## config.mk

```make
export PLATFORM = sky130hd
export DESIGN_NAME = weight_buffer_ctrl_flat
export DESIGN_NICKNAME = d
export VERILOG_FILES = /design/src/rtl/weight_buffer_pkg.sv /design/src/rtl/weight_buffer_ctrl_if.sv /design/src/rtl/weight_buffer_ctrl_rd_pipe.sv /design/src/rtl/weight_buffer_ctrl.sv /design/src/flat_wrapper.sv
export SDC_FILE = /design/constraint.sdc
export NUM_CORES = 1
export LEC_CHECK = 0
export CAP_MARGIN = 20
export CORE_AREA = 3 3 421 423
export CTS_CLUSTER_SIZE = 28
export DETAILED_ROUTE_END_ITERATION = 8
export DIE_AREA = 0 0 424 426
export MAX_ROUTING_LAYER = met4
export PLACE_DENSITY = 0.38
export SYNTH_ARGS = -nofsm -noshare
export SYNTH_HDL_FRONTEND = slang
export SYNTH_SLANG_ARGS = --single-unit
```

## constraint.sdc

```tcl
create_clock -name clk -period 50.4 [get_ports clk]
set_input_delay 7.56 -clock clk [delete_from_list [all_inputs] [get_ports clk]]
set_output_delay 7.56 -clock clk [all_outputs]
set_load 0.05 [all_outputs]
```

## src/rtl/weight_buffer_pkg.sv

```systemverilog
// Shared constants, FSM state type and address-width helper for the weight buffer
// controller and the bank array it drives.
package weight_buffer_pkg;

  localparam int default_nb_pe_col    = 32;
  localparam int default_nb_taps      = 5;
  localparam int default_buffer_width = 16;
  localparam int default_buffer_depth = 72;

  typedef enum logic [1:0] {
    IDLE  = 2'd0,
    FILL  = 2'd1,
    LOAD  = 2'd2,
    DRAIN = 2'd3
  } state_t;

  // Bits needed to address `value` entries; returns 0 for value <= 1.
  function automatic int clogb2(input int value);
    int r;
    int v;
    r = 0;
    v = value - 1;
    while (v > 0) begin
      r = r + 1;
      v = v >> 1;
    end
    return r;
  endfunction

endpackage

```

## src/rtl/weight_buffer_ctrl_if.sv

```systemverilog
// Weight-row stream from the DMA into the buffer controller.
interface weight_buffer_ctrl_if
  import weight_buffer_pkg::*;
#(
  parameter int data_width = default_nb_pe_col * default_buffer_width
);
  // A row transfers on every rising edge where wt_in_valid && wt_in_ready; the
  // master holds data stable while valid is high and not yet accepted.
  logic [data_width-1:0] wt_in_data;
  logic                  wt_in_valid;
  logic                  wt_in_ready;

  modport master (output wt_in_data, output wt_in_valid, input wt_in_ready);
  modport slave  (input wt_in_data, input wt_in_valid, output wt_in_ready);
endinterface

```

## src/rtl/weight_buffer_ctrl_rd_pipe.sv

```systemverilog
// Delay line matching buffer read latency: carries the one-hot tap enable and the
// final-tap flag so tap capture lines up with read data.
module weight_buffer_ctrl_rd_pipe #(
  parameter int nb_taps    = 5,
  parameter int rd_latency = 1
) (
  input  logic               clk,
  input  logic               rst,
  input  logic [nb_taps-1:0] tap_in,
  input  logic               last_in,
  output logic [nb_taps-1:0] tap_out,
  output logic               last_out
);

  logic [nb_taps-1:0] tap_sr [rd_latency];
  logic               last_sr[rd_latency];

  always_ff @(posedge clk or posedge rst) begin
    if (rst) begin
      for (int i = 0; i < rd_latency; i++) begin
        tap_sr[i]  <= '0;
        last_sr[i] <= 1'b0;
      end
    end else begin
      tap_sr[0]  <= tap_in;
      last_sr[0] <= last_in;
      for (int i = 1; i < rd_latency; i++) begin
        tap_sr[i]  <= tap_sr[i-1];
        last_sr[i] <= last_sr[i-1];
      end
    end
  end

  assign tap_out  = tap_sr[rd_latency-1];
  assign last_out = last_sr[rd_latency-1];

endmodule

```

## src/rtl/weight_buffer_ctrl.sv

```systemverilog
// Weight buffer sequencer: writes DMA rows into the banks (FILL) and reads nb_taps
// consecutive rows into the tap registers (LOAD/DRAIN).
module weight_buffer_ctrl
  import weight_buffer_pkg::*;
#(
  parameter int nb_pe_col         = default_nb_pe_col,
  parameter int nb_taps           = default_nb_taps,
  parameter int buffer_width      = default_buffer_width,
  parameter int buffer_depth      = default_buffer_depth,
  parameter int buffer_addr_width = clogb2(buffer_depth),
  parameter int rd_latency        = 1
) (
  input  logic                              clk,
  input  logic                              rst,
  weight_buffer_ctrl_if.slave               wt_in,
  input  logic                              fill_start,
  input  logic [buffer_addr_width-1:0]      fill_base,
  input  logic [buffer_addr_width:0]        fill_len,
  input  logic                              load_start,
  input  logic [buffer_addr_width-1:0]      load_base,
  input  logic [3:0]                        n_ap_cfg,
  output logic [nb_pe_col*buffer_width-1:0] buffer_data_in,
  output logic [buffer_addr_width-1:0]      wAddr,
  output logic                              buffer_wEn,
  output logic [buffer_addr_width-1:0]      rAddr,
  output logic                              buffer_rEn,
  output logic [nb_taps-1:0]                weight_load_en,
  output logic [3:0]                        n_ap,
  output logic                              busy,
  output logic                              fill_done,
  output logic                              load_done,
  output logic                              load_err,
  output state_t                            state_dbg
);

  localparam int aw = buffer_addr_width;
  localparam int kw = (nb_taps > 1) ? clogb2(nb_taps) : 1;
  localparam logic [aw-1:0]      last_row  = aw'(buffer_depth - 1);
  localparam logic [aw:0]        depth_ext = (aw+1)'(buffer_depth);
  localparam logic [aw:0]        cnt_one   = (aw+1)'(1);
  localparam logic [kw-1:0]      last_k    = kw'(nb_taps - 1);
  localparam logic [nb_taps-1:0] tap_one   = nb_taps'(1);

  state_t state, state_n;
  logic [aw-1:0] wr_ptr, wr_ptr_n;
  logic [aw:0]   cnt, cnt_n;
  logic [kw-1:0] k, k_n;
  logic [aw-1:0] wAddr_n, rAddr_n;
  logic [nb_pe_col*buffer_width-1:0] data_n;
  logic          wEn_n, rEn_n, fill_done_n, load_err_n;
  logic [3:0]    n_ap_n;
  logic          fill_rdy;
  logic [nb_taps-1:0] tap_in;
  logic          last_in, last_out;

  function automatic logic [aw-1:0] next_row(input logic [aw-1:0] a);
    return (a == last_row) ? '0 : a + 1'b1;
  endfunction

  assign fill_rdy          = (state == FILL);
  assign wt_in.wt_in_ready = fill_rdy;
  assign busy              = (state != IDLE);
  assign state_dbg         = state;

  always_comb begin
    state_n     = state;
    wr_ptr_n    = wr_ptr;
    cnt_n       = cnt;
    k_n         = k;
    wAddr_n     = wAddr;
    data_n      = buffer_data_in;
    wEn_n       = 1'b0;
    rAddr_n     = rAddr;
    rEn_n       = 1'b0;
    n_ap_n      = n_ap;
    fill_done_n = 1'b0;
    load_err_n  = 1'b0;
    case (state)
      IDLE: begin
        // Fill has priority; a load arriving in the same cycle is dropped.
        if (fill_start) begin
          if (fill_len == '0) begin
            fill_done_n = 1'b1;
          end else begin
            state_n  = FILL;
            wr_ptr_n = fill_base;
            cnt_n    = fill_len;
          end
        end else if (load_start) begin
          if ({1'b0, load_base} >= depth_ext) begin
            load_err_n = 1'b1;
          end else begin
            state_n = LOAD;
            rEn_n   = 1'b1;
            rAddr_n = load_base;
            k_n     = '0;
            n_ap_n  = n_ap_cfg;
          end
        end
      end
      FILL: begin
        if (wt_in.wt_in_valid && fill_rdy) begin
          wEn_n    = 1'b1;
          wAddr_n  = wr_ptr;
          data_n   = wt_in.wt_in_data;
          wr_ptr_n = next_row(wr_ptr);
          cnt_n    = cnt - 1'b1;
          if (cnt == cnt_one) begin
            state_n     = IDLE;
            fill_done_n = 1'b1;
          end
        end
      end
      LOAD: begin
        // k is the tap index of the read currently on rAddr.
        if (k == last_k) begin
          state_n = DRAIN;
        end else begin
          rEn_n   = 1'b1;
          rAddr_n = next_row(rAddr);
          k_n     = k + 1'b1;
        end
      end
      DRAIN: begin
        if (last_out) state_n = IDLE;
      end
      default: state_n = IDLE;
    endcase
  end

  always_ff @(posedge clk or posedge rst) begin
    if (rst) begin
      state          <= IDLE;
      wr_ptr         <= '0;
      cnt            <= '0;
      k              <= '0;
      wAddr          <= '0;
      buffer_data_in <= '0;
      buffer_wEn     <= 1'b0;
      rAddr          <= '0;
      buffer_rEn     <= 1'b0;
      n_ap           <= '0;
      fill_done      <= 1'b0;
      load_err       <= 1'b0;
    end else begin
      state          <= state_n;
      wr_ptr         <= wr_ptr_n;
      cnt            <= cnt_n;
      k              <= k_n;
      wAddr          <= wAddr_n;
      buffer_data_in <= data_n;
      buffer_wEn     <= wEn_n;
      rAddr          <= rAddr_n;
      buffer_rEn     <= rEn_n;
      n_ap           <= n_ap_n;
      fill_done      <= fill_done_n;
      load_err       <= load_err_n;
    end
  end

  assign tap_in  = buffer_rEn ? (tap_one << k) : '0;
  assign last_in = buffer_rEn && (k == last_k);

  weight_buffer_ctrl_rd_pipe #(
    .nb_taps    (nb_taps),
    .rd_latency (rd_latency)
  ) u_rd_pipe (
    .clk      (clk),
    .rst      (rst),
    .tap_in   (tap_in),
    .last_in  (last_in),
    .tap_out  (weight_load_en),
    .last_out (last_out)
  );
  assign load_done = last_out;

endmodule

```

## src/flat_wrapper.sv

```systemverilog
// flat-port wrapper written by rule: the top's interface ports become plain ports
module weight_buffer_ctrl_flat import weight_buffer_pkg::*;
#(
  parameter int nb_pe_col         = default_nb_pe_col,
  parameter int nb_taps           = default_nb_taps,
  parameter int buffer_width      = default_buffer_width,
  parameter int buffer_depth      = default_buffer_depth,
  parameter int buffer_addr_width = clogb2(buffer_depth),
  parameter int rd_latency        = 1
)
  (clk, rst, fill_start, fill_base, fill_len, load_start, load_base, n_ap_cfg, buffer_data_in, wAddr, buffer_wEn, rAddr, buffer_rEn, weight_load_en, n_ap, busy, fill_done, load_done, load_err, state_dbg, wt_in_wt_in_data, wt_in_wt_in_valid, wt_in_wt_in_ready);
  weight_buffer_ctrl_if #(.data_width(((32) * (16)))) wt_in_i ();
  input  logic clk;
  input  logic rst;
  input  logic fill_start;
  input  logic [buffer_addr_width-1:0] fill_base;
  input  logic [buffer_addr_width:0] fill_len;
  input  logic load_start;
  input  logic [buffer_addr_width-1:0] load_base;
  input  logic [3:0] n_ap_cfg;
  output logic [nb_pe_col*buffer_width-1:0] buffer_data_in;
  output logic [buffer_addr_width-1:0] wAddr;
  output logic buffer_wEn;
  output logic [buffer_addr_width-1:0] rAddr;
  output logic buffer_rEn;
  output logic [nb_taps-1:0] weight_load_en;
  output logic [3:0] n_ap;
  output logic busy;
  output logic fill_done;
  output logic load_done;
  output logic load_err;
  output state_t state_dbg;
  input wire logic [$bits(wt_in_i.wt_in_data)-1:0] wt_in_wt_in_data;
  input wire logic [$bits(wt_in_i.wt_in_valid)-1:0] wt_in_wt_in_valid;
  output wire logic [$bits(wt_in_i.wt_in_ready)-1:0] wt_in_wt_in_ready;
  assign wt_in_i.wt_in_data = wt_in_wt_in_data;
  assign wt_in_i.wt_in_valid = wt_in_wt_in_valid;
  assign wt_in_wt_in_ready = wt_in_i.wt_in_ready;
  weight_buffer_ctrl #(.nb_pe_col(nb_pe_col), .nb_taps(nb_taps), .buffer_width(buffer_width), .buffer_depth(buffer_depth), .buffer_addr_width(buffer_addr_width), .rd_latency(rd_latency)) u_core (.clk(clk), .rst(rst), .wt_in(wt_in_i), .fill_start(fill_start), .fill_base(fill_base), .fill_len(fill_len), .load_start(load_start), .load_base(load_base), .n_ap_cfg(n_ap_cfg), .buffer_data_in(buffer_data_in), .wAddr(wAddr), .buffer_wEn(buffer_wEn), .rAddr(rAddr), .buffer_rEn(buffer_rEn), .weight_load_en(weight_load_en), .n_ap(n_ap), .busy(busy), .fill_done(fill_done), .load_done(load_done), .load_err(load_err), .state_dbg(state_dbg));
endmodule
```

; After elaboration in Yosys (flattened, before gate mapping)
; Cells that the tools add are included.
[op_classes]
n_addsub = 4
n_lt_le_gt_ge = 1
n_eq_ne = 20
shift = 1
n_mux = 46
n_bitwise = 2
reduce_logical = 12
[ops]
columns = op, n
row1 = $mux W7, 9
row2 = $pmux W7 S2, 2
row3 = $mux W8, 3
row4 = $ne A2 B2 Y1 const B, 9
row5 = $mux W2, 8
row6 = $pmux W8 S2, 1
row7 = $add A7 B1 Y7 const B, 2
row8 = $eq A7 B7 Y1 const B, 2
row9 = $mux W1, 14
row10 = $mux W3, 4
row11 = $ne A3 B3 Y1 const B, 3
row12 = $eq A8 B1 Y1 const B, 1
row13 = $logic_not A8 Y1, 1
row14 = $pmux W2 S4, 1
row15 = $reduce_and A4 Y1, 2
row16 = $sub A8 B1 Y8 const B, 1
row17 = $ge A7 B7 Y1 const B, 1
row18 = $reduce_and A7 Y1, 1
row19 = $pmux W3 S2, 1
row20 = $reduce_bool A2 Y1, 3
row21 = $mux W5, 1
row22 = $reduce_and A5 Y1, 1
row23 = $shl A1 B3 Y5 const A, 1
row24 = $eq A2 B2 Y1 const B, 2
row25 = 9 further kinds, 12
[word_totals]
regBits = 560
inputBits = 543
word_cells = 100

; Depth between registers and ports, before layout
; Gate-level depths: netlist (run 1).
[logic_depth]
ltp_word = 5
depth_mapped = 10
mapped_depth_nobuf = 6

; Cells and area by module
; From an unflattened synthesis (run 1), not the netlist that was laid out.
[unflattened]
cells_unflattened = 2430
hier_area_um2 = 21657.0
[by_module_without_submodules]
columns = module, instances, cells_per_inst, area_each_um2, seq_area_each_um2
row1 = weight_buffer_ctrl, 1, 2423, 21503.1, 13863.3
row2 = weight_buffer_ctrl_rd_pipe, 1, 7, 153.9, 150.1

; Worst setup path after synthesis (run 1)
; Ideal clock, no wire load.
[synth_timing]
path_kind = in2reg
from = in fill_len[1]
to = reg u_core.cnt[0]
setup_time_ns = 0.126
t_arrival_ns = 8.793
t_required_ns = 50.274
slack_ns = 41.481
cell_stages = 5
cell_sequence = nor4_1 a21oi_2 or2_1 buf_6 a311o_1
[synth_via]
elab_chain_cells = 3
[synth_lines]
columns = element, line_no
row1 = start: declaration, flat_wrapper.sv:17  ; input logic [buffer_addr_width:0] fill_len;
row2 = $logic_not A8 Y1, weight_buffer_ctrl.sv:82  ; if (fill_len == '0) begin
row3 = $ne A2 B2 Y1 (no line), -
row4 = $reduce_and A4 Y1 (no line), -
row5 = end signal: assignment, weight_buffer_ctrl.sv:148  ; cnt <= cnt_n;
row6 = end: declaration, weight_buffer_ctrl.sv:46  ; logic [aw:0] cnt, cnt_n;
; No other way between the ends.
; A chain may end at the register's enable or synchronous reset.

; Worst setup path after layout (run 1)
[layout_timing]
from = in wt_in_wt_in_valid
to = reg u_core.buffer_data_in[265]
[layout_via]
elab_chain_cells = 2
[layout_lines]
columns = element, line_no
row1 = start: declaration, flat_wrapper.sv:34  ; input wire logic [$bits(wt_in_i.wt_in_valid)-1:0] wt_in_wt_in_valid;
row2 = $logic_and A1 B1 Y1, weight_buffer_ctrl.sv:102  ; if (wt_in.wt_in_valid && fill_rdy) begin
row3 = $reduce_and A2 Y1 (no line), -
row4 = end signal: assignment, weight_buffer_ctrl.sv:151  ; buffer_data_in <= data_n;
row5 = end: declaration, weight_buffer_ctrl.sv:22  ; output logic [nb_pe_col*buffer_width-1:0] buffer_data_in,
; No other way between the ends.

==> impl_metrics.py, run 1 <==
metrics = {
    "clock_tree": {
        "clock_path_buffers": 3,
        "cts_buffers": 76,
        "worstSkewPairLatency_ns": 0.67,
        "hold_buffers": 0,
        "clock-sinks": 559,
        "cts_setup_buffers": 0,
        "cts_tree": "yes",
        "cts.clk_slew.worst_paths_ns": 0.06,
        "cts.repair.resized": 0,
        "cts-root-buf": "clkbuf_16",
        "htreeDepth": 3,
    },
    "place": {
        "io_buffers": 1086,
        "place_congestion": 0.854,
        "dp_hpwl_microns": 94700,
        "post-place-cells": 5731,
    },
    "cells_and_area": {
        "nets": 4037,
        "layoutNonFillerInstCount": 5894,
        "drive_above_1_share_pct": 4.32,
        "syn_to_final_growth_pct": 74.4,
    },
    "detailed_routing": {
        "viasPerCell": 3.40,
        "drc": 0,
        "firstDrtPassIters": 5,
        "ant_nets": 0,
        "wire_per_inst_microns": 20.9,
        "wl_microns": 123000,
        "drt_iter0_markers": 1012,
        "dr_total_vias": 20015,
    },
    "critical_path": {
        "rrSetupSlack_ns": 45.80,
        "rr_startpoint": "u_core.state_dbg[1]",
        "slowest_delay_ns": 0.89,
        "path_class": "in2reg",
        "critPathLaunchType": "input port",
        "r2r_cells": 9,
        "r2r_end": "u_core.buffer_data_in[265]",
        "cp.required_ns": 50.99,
        "cpMaxStageDelayCell": "buf_4",
        "crit_arrival_ns": 11.59,
        "crit_chain": "clkdlybuf4s50_1, nand2_8, inv_8, buf_4, buf_4, nand2_1, nand2_1",
        "cp-end-kind": "flop",
        "crit_fanout": 145,
    },
    "timing": {
        "fin_skew_ns": 0.0273,
        "final-setup-viol-count": 0,
        "final.setup.tns_ns": 0,
        "worst_pin_slew_ns": 1.12,
        "fin_crit_ns": 11.00,
        "period_share_pct": 21.8,
        "timing.slew.headroom_pct": 25.5,
        "max_freq_ghz": 0.0909,
        "rsz0062_at_grt": "false",
        "drv_slew": 0,
        "finalHoldViolCount": 0,
    },
    "logic_synthesis": {
        "synth_top_flop_cell": "dfrtp_1",
        "ys_types": 51,
        "yosys_warnings": 0,
        "seq_area_frac_synth_pct": 64.9,
        "synth.cell_area_sq_um": 21600,
        "ys_ff_latch": 559,
        "syn_nets": 2979,
        "synth_edf_count": 0,
        "synth_cells": 2427,
        "avgSynthCellArea_sq_um": 8.89,
        "synthArstFlopShare_pct": 100,
    },
    "floorplanning": {
        "die_h_microns": 426,
        "core_area_sq_um": 174000,
        "die_area_sq_um": 181000,
        "die_x_microns": 424,
        "rows": 153,
        "start_util_pct": 12.4,
        "ios": 1087,
    },
    "global_route": {
        "grt_pass1_vias": 20370,
        "antenna_found_initial": 25,
        "grt_max_degree": 163,
        "overflow": 0,
        "track_usage_pct": 13.4,
        "grt_pass1_wl_microns": 168000,
    },
    "power": {
        "peakVddDrop_mv": 0.0346,
        "p_leak_nw": 17.4,
        "power.total_mw": 2.86,
        "power_density_nw_per_um2": 76.2,
    },
    "worst_hold_path": {
        "hold_depth": 2,
        "hp-start": "u_core.buffer_data_in[280]",
        "hold_path_end": "u_core.buffer_data_in[280]",
        "hold_path_class": "reg2reg",
    },
    "outcome": {
        "status": "finished, final reports clean",
    },
    "flow_run": {
        "maxCapViolCount": 0,
    },
}
==> Yosys cell counts, types with 5 or more instances <==
cell type  count  area [sq um]
nand2_1     1581          5930
dfrtp_1      559         14000
buf_2         65           325
clkbuf_1      45           169
buf_1         14          52.6
o21ai_0       13          65.1
inv_1         12          45.0
nor2_1        12          45.0
a21oi_1       11          55.1
nor3_1        11          55.1
o22ai_1       11          68.8
ha_1           9           113
nand3_1        6          30.0
o2bb2ai_1      6          52.6
a22o_1         5          43.8
a22oi_1        5          37.5
==> through the flow <==
step           worst slack (ns)  instance area, sq um  hold slack (ns)  util (%)
2_1_floorplan             27.21                 21600            0.467         -
3_3_place_gp              38.45                 35000            0.456      20.1
3_5_place_dp              38.49                 35000            0.461      20.1
4_1_cts                   39.23                 37500            0.475      21.6
5_1_grt                   38.87                 37600            0.488      21.6
6_report                  39.40                 37600            0.470      21.6
==> layout make-up <==
type | instances | area [sq um]
sequential | 559 | 14000
antenna | 24 | 60.1
clock inverter | 22 | 259
timing repair buffer | 1106 | 11100
multi-input combinational | 1728 | 6970
tap | 2325 | 2910
clock buffer | 116 | 2290
inverter | 14 | 67.6
fill | 19313 | 136000
==> flip-flops by register name, indices dropped and copies added (netlist names), 2 cells and up <==
name,flops
u_core.buffer_data_in,512
u_core.cnt,8
u_core.rAddr,7
u_core.wAddr,7
u_core.wr_ptr,7
u_core.n_ap,4
u_core.u_rd_pipe.tap_out,4
u_core.k,3
u_core.state_dbg,2
==> critical path, delay by kind of cell <==
family	cells	cell delay, ns
buffers and inverters	4	2.92
and+or+nand+nor	3	0.62
==> logic make-up (layout without fill, tap and decap cells) <==
| logic type | count (synthesis) | after routing | synth area share (%) |
|---|---|---|---|
| flip-flops | 559 | 559 | 64.9 |
| AO/OA/AOI/OAI | 73 | 73 | 2.33 |
| adder cells (fa/ha/maj) | 9 | 9 | 0.522 |
| AND/OR/NAND/NOR | 1639 | 1639 | 29.1 |
| other | 0 | 24 | 0 |
| buffers and inverters | 140 | 1258 | 2.87 |
| multiplexers | 7 | 7 | 0.348 |
==> worst max path at each step <==
stage / from / to / slack, ns / cells after the start
after floorplan: rst / u_core.buffer_data_in[0] / 27.21 / 1
final: wt_in_wt_in_valid / u_core.buffer_data_in[265] / 39.40 / 7
after global routing: rst / u_core.buffer_data_in[459] / 38.87 / 6
after global placement: rst / u_core.buffer_data_in[504] / 38.45 / 6
after CTS: rst / u_core.buffer_data_in[459] / 39.23 / 6
after detailed placement: rst / u_core.buffer_data_in[14] / 38.49 / 6
==> metal layers <==
| metal | GRT usage, % | vias up | share of wire (%) |
|---|---|---|---|
| li1 | - | 9592 | - |
| met1 | 15.6 | 9650 | 40 |
| met2 | 22.5 | 650 | 51 |
| met3 | 3.68 | 123 | 6.4 |
| met4 | 4.30 | 0 | 2.5 |
| met5 | - | - | 0 |
==> cells in the final DEF (no fill, tap or decap), types with 3 or more instances in the layout <==
master,n
o22ai_1,11
nor2b_1,3
mux2_2,4
dfrtp_1,559
nor3_1,11
nand2_1,1581
clkbuf_16,77
nor2_1,12
o41ai_1,4
ha_1,9
inv_1,11
clkbuf_8,22
clkinv_8,3
o21ai_0,13
mux2i_1,3
a22oi_1,5
clkbuf_1,17
and2_1,4
nand2b_1,4
a31oi_1,3
a21oi_1,11
inv_8,3
buf_4,17
clkinvlp_4,3
diode_2,24
o31ai_1,4
clkinv_2,8
o2bb2ai_1,6
clkdlybuf4s50_1,1086
nand3_1,6
a22o_1,5
==> where the power goes <==
| group | internal, mW | switching (mW) |
|---|---|---|
| logic | 0.454 | 1.07 |
| registers | 0.651 | 0.138 |
| clock network | 0.327 | 0.230 |
| total | 1.43 | 1.43 |
(Power assumes the default switching activity.)
==> inputs of run 2 (changes only) <==
--- a/config.mk
+++ b/config.mk
@@ -6,12 +6,12 @@
 export NUM_CORES = 1
 export LEC_CHECK = 0
 export CAP_MARGIN = 20
-export CORE_AREA = 3 3 421 423
+export CORE_AREA = 3 3 424 426
 export CTS_CLUSTER_SIZE = 28
 export DETAILED_ROUTE_END_ITERATION = 8
-export DIE_AREA = 0 0 424 426
+export DIE_AREA = 0 0 427 429
 export MAX_ROUTING_LAYER = met4
-export PLACE_DENSITY = 0.38
+export PLACE_DENSITY = 0.37
 export SYNTH_ARGS = -nofsm -noshare
 export SYNTH_HDL_FRONTEND = slang
 export SYNTH_SLANG_ARGS = --single-unit
==> constraint.sdc (replaced) <==
create_clock -name clk -period 10.5 [get_ports clk]
set_input_delay 1.575 -clock clk [delete_from_list [all_inputs] [get_ports clk]]
set_output_delay 1.575 -clock clk [all_outputs]
set_load 0.05 [all_outputs]
==> impl_metrics.py, run 2 (synthesis results as in run 1) <==
metrics = {
    "clock_tree": {
        "cts_tree": "yes",
        "cts.repair.resized": 0,
        "hold_buffers": 0,
        "cts_buffers": 81,
        "cts_setup_buffers": 0,
        "worstSkewPairLatency_ns": 0.69,
        "cts.clk_slew.worst_paths_ns": 0.05,
        "clock_path_buffers": 3,
        "htreeDepth": 3,
        "cts-root-buf": "clkbuf_16",
        "clock-sinks": 559,
    },
    "cells_and_area": {
        "layout_commonest_cell": "nand2_1",
        "drive_above_1_share_pct": 4.37,
        "final_cell_mix": "nand2_1, clkdlybuf4s50_1, dfrtp_1",
        "regMostFlops": "u_core.buffer_data_in",
        "reg.largest.list": "u_core.buffer_data_in x512, u_core.cnt x8",
        "syn_to_final_growth_pct": 75.4,
        "nets": 4038,
        "fin_util_pct": 21.5,
        "largest_register_ffs": 512,
    },
    "place": {
        "dp_hpwl_microns": 98200,
        "io_buffers": 1086,
        "place_ws_ns": 5.44,
        "place_congestion": 0.878,
    },
    "critical_path": {
        "path_class": "reg2out",
        "cp-end-kind": "output pin",
        "cp.required_ns": 8.93,
        "crit_fanout": 30,
        "critPathLaunchType": "flop",
        "crit_chain": "nand2b_1, buf_4, inv_2, clkdlybuf4s50_1",
        "slowest_delay_ns": 0.89,
        "crit_buf_inv": 3,
        "crit_family": "buffers and inverters",
        "crit_arrival_ns": 2.71,
        "cpMaxStageDelayCell": "clkdlybuf4s50_1",
    },
    "global_route": {
        "grt_pass1_vias": 20775,
        "track_usage_pct": 14.0,
        "overflow": 0,
        "grt_pass1_wl_microns": 175000,
        "antenna_found_initial": 43,
        "grt_max_degree": 170,
    },
    "flow_run": {
        "maxCapViolCount": 0,
    },
    "detailed_routing": {
        "drc": 0,
        "firstDrtPassIters": 5,
        "wire_per_inst_microns": 21.7,
        "drt_iter0_markers": 1206,
        "ant_nets": 0,
        "dr_total_vias": 20191,
        "viasPerCell": 3.41,
        "wl_microns": 128000,
    },
    "floorplanning": {
        "die_x_microns": 427,
        "core_area_sq_um": 176000,
        "die_area_sq_um": 183000,
        "die_h_microns": 429,
        "start_util_pct": 12.2,
        "rows": 154,
        "ios": 1087,
    },
    "timing": {
        "worst_pin_slew_ns": 1.01,
        "fin_ws_ns": 6.21,
        "fin_crit_ns": 4.29,
        "final-setup-viol-count": 0,
        "fin_skew_ns": 0.0347,
        "rsz0062_at_grt": "false",
        "period_share_pct": 40.8,
        "final.setup.tns_ns": 0,
        "timing.slew.headroom_pct": 32.7,
        "finalHoldViolCount": 0,
        "drv_slew": 0,
        "max_freq_ghz": 0.233,
    },
    "outcome": {
        "status": "finished, final reports clean",
    },
    "power": {
        "power.total_mw": 13.9,
        "power_density_nw_per_um2": 368,
        "peakVddDrop_mv": 0.142,
        "p_leak_nw": 17.4,
    },
    "worst_hold_path": {
        "hold_path_class": "reg2reg",
    },
}
[run 2: changes by cell type in the layout (fill, tap and decap cells not counted), sizes merged]
cell and change:
buf -4, bufinv +2, clkbuf +2, clkinv +1, clkinvlp +1, diode +5
[run 2: report_power, final]
part	internal, mW	switching (mW)
Combinational	2.18	5.11
Sequential	3.12	0.635
Clock	1.69	1.17
[run 2: worst register-to-register path: cells and delay by family (launching register included)]
family / cells / cell delay (ns)
buffers and inverters: 4 / 2.26
flip-flops: 1 / 0.52
AND/OR/NAND/NOR: 4 / 1.08
[run 2: metrics by stage]
step / instance area (sq um) / cells / hold slack (ns)
2_1_floorplan: 21600 / 2427 / 0.467
6_report: 37800 / 5916 / 0.469
5_1_grt: 37800 / 5914 / 0.486
3_3_place_gp: 35000 / 5743 / 0.456
4_1_cts: 37800 / 5887 / 0.475
3_5_place_dp: 35000 / 5743 / 0.461
[run 2: final timing paths]
kind	startpoint	to	slack [ns]	depth (start not counted)
worst max-delay path	u_core.state_dbg[1]	wt_in_wt_in_ready	6.21	4
worst min-delay path	u_core.buffer_data_in[322]	u_core.buffer_data_in[322]	0.47	2
worst max register to register	u_core.state_dbg[1]	u_core.buffer_data_in[249]	6.58	8
worst min register to register	u_core.buffer_data_in[322]	u_core.buffer_data_in[322]	0.47	2
max in group asynchronous	rst	u_core.buffer_data_in[510]	6.88	4
min in group asynchronous	rst	u_core.buffer_data_in[218]	1.39	2
[run 2: metal layers]
metal | global-route usage (%) | up-vias | share of wire (%)
met4 | 3.12 | 0 | 1.8
met5 | - | - | 0
met1 | 16.3 | 9782 | 41
li1 | - | 9645 | -
met2 | 23.9 | 622 | 51
met3 | 3.77 | 142 | 6.4
[run 2: cell type report]
type | instances | area, sq um
inverter | 14 | 63.8
antenna | 29 | 72.6
sequential | 559 | 14000
timing repair buffer | 1102 | 11100
fill | 19470 | 138000
multi-input combinational | 1728 | 6970
clock buffer | 118 | 2390
tap | 2340 | 2930
clock inverter | 26 | 344
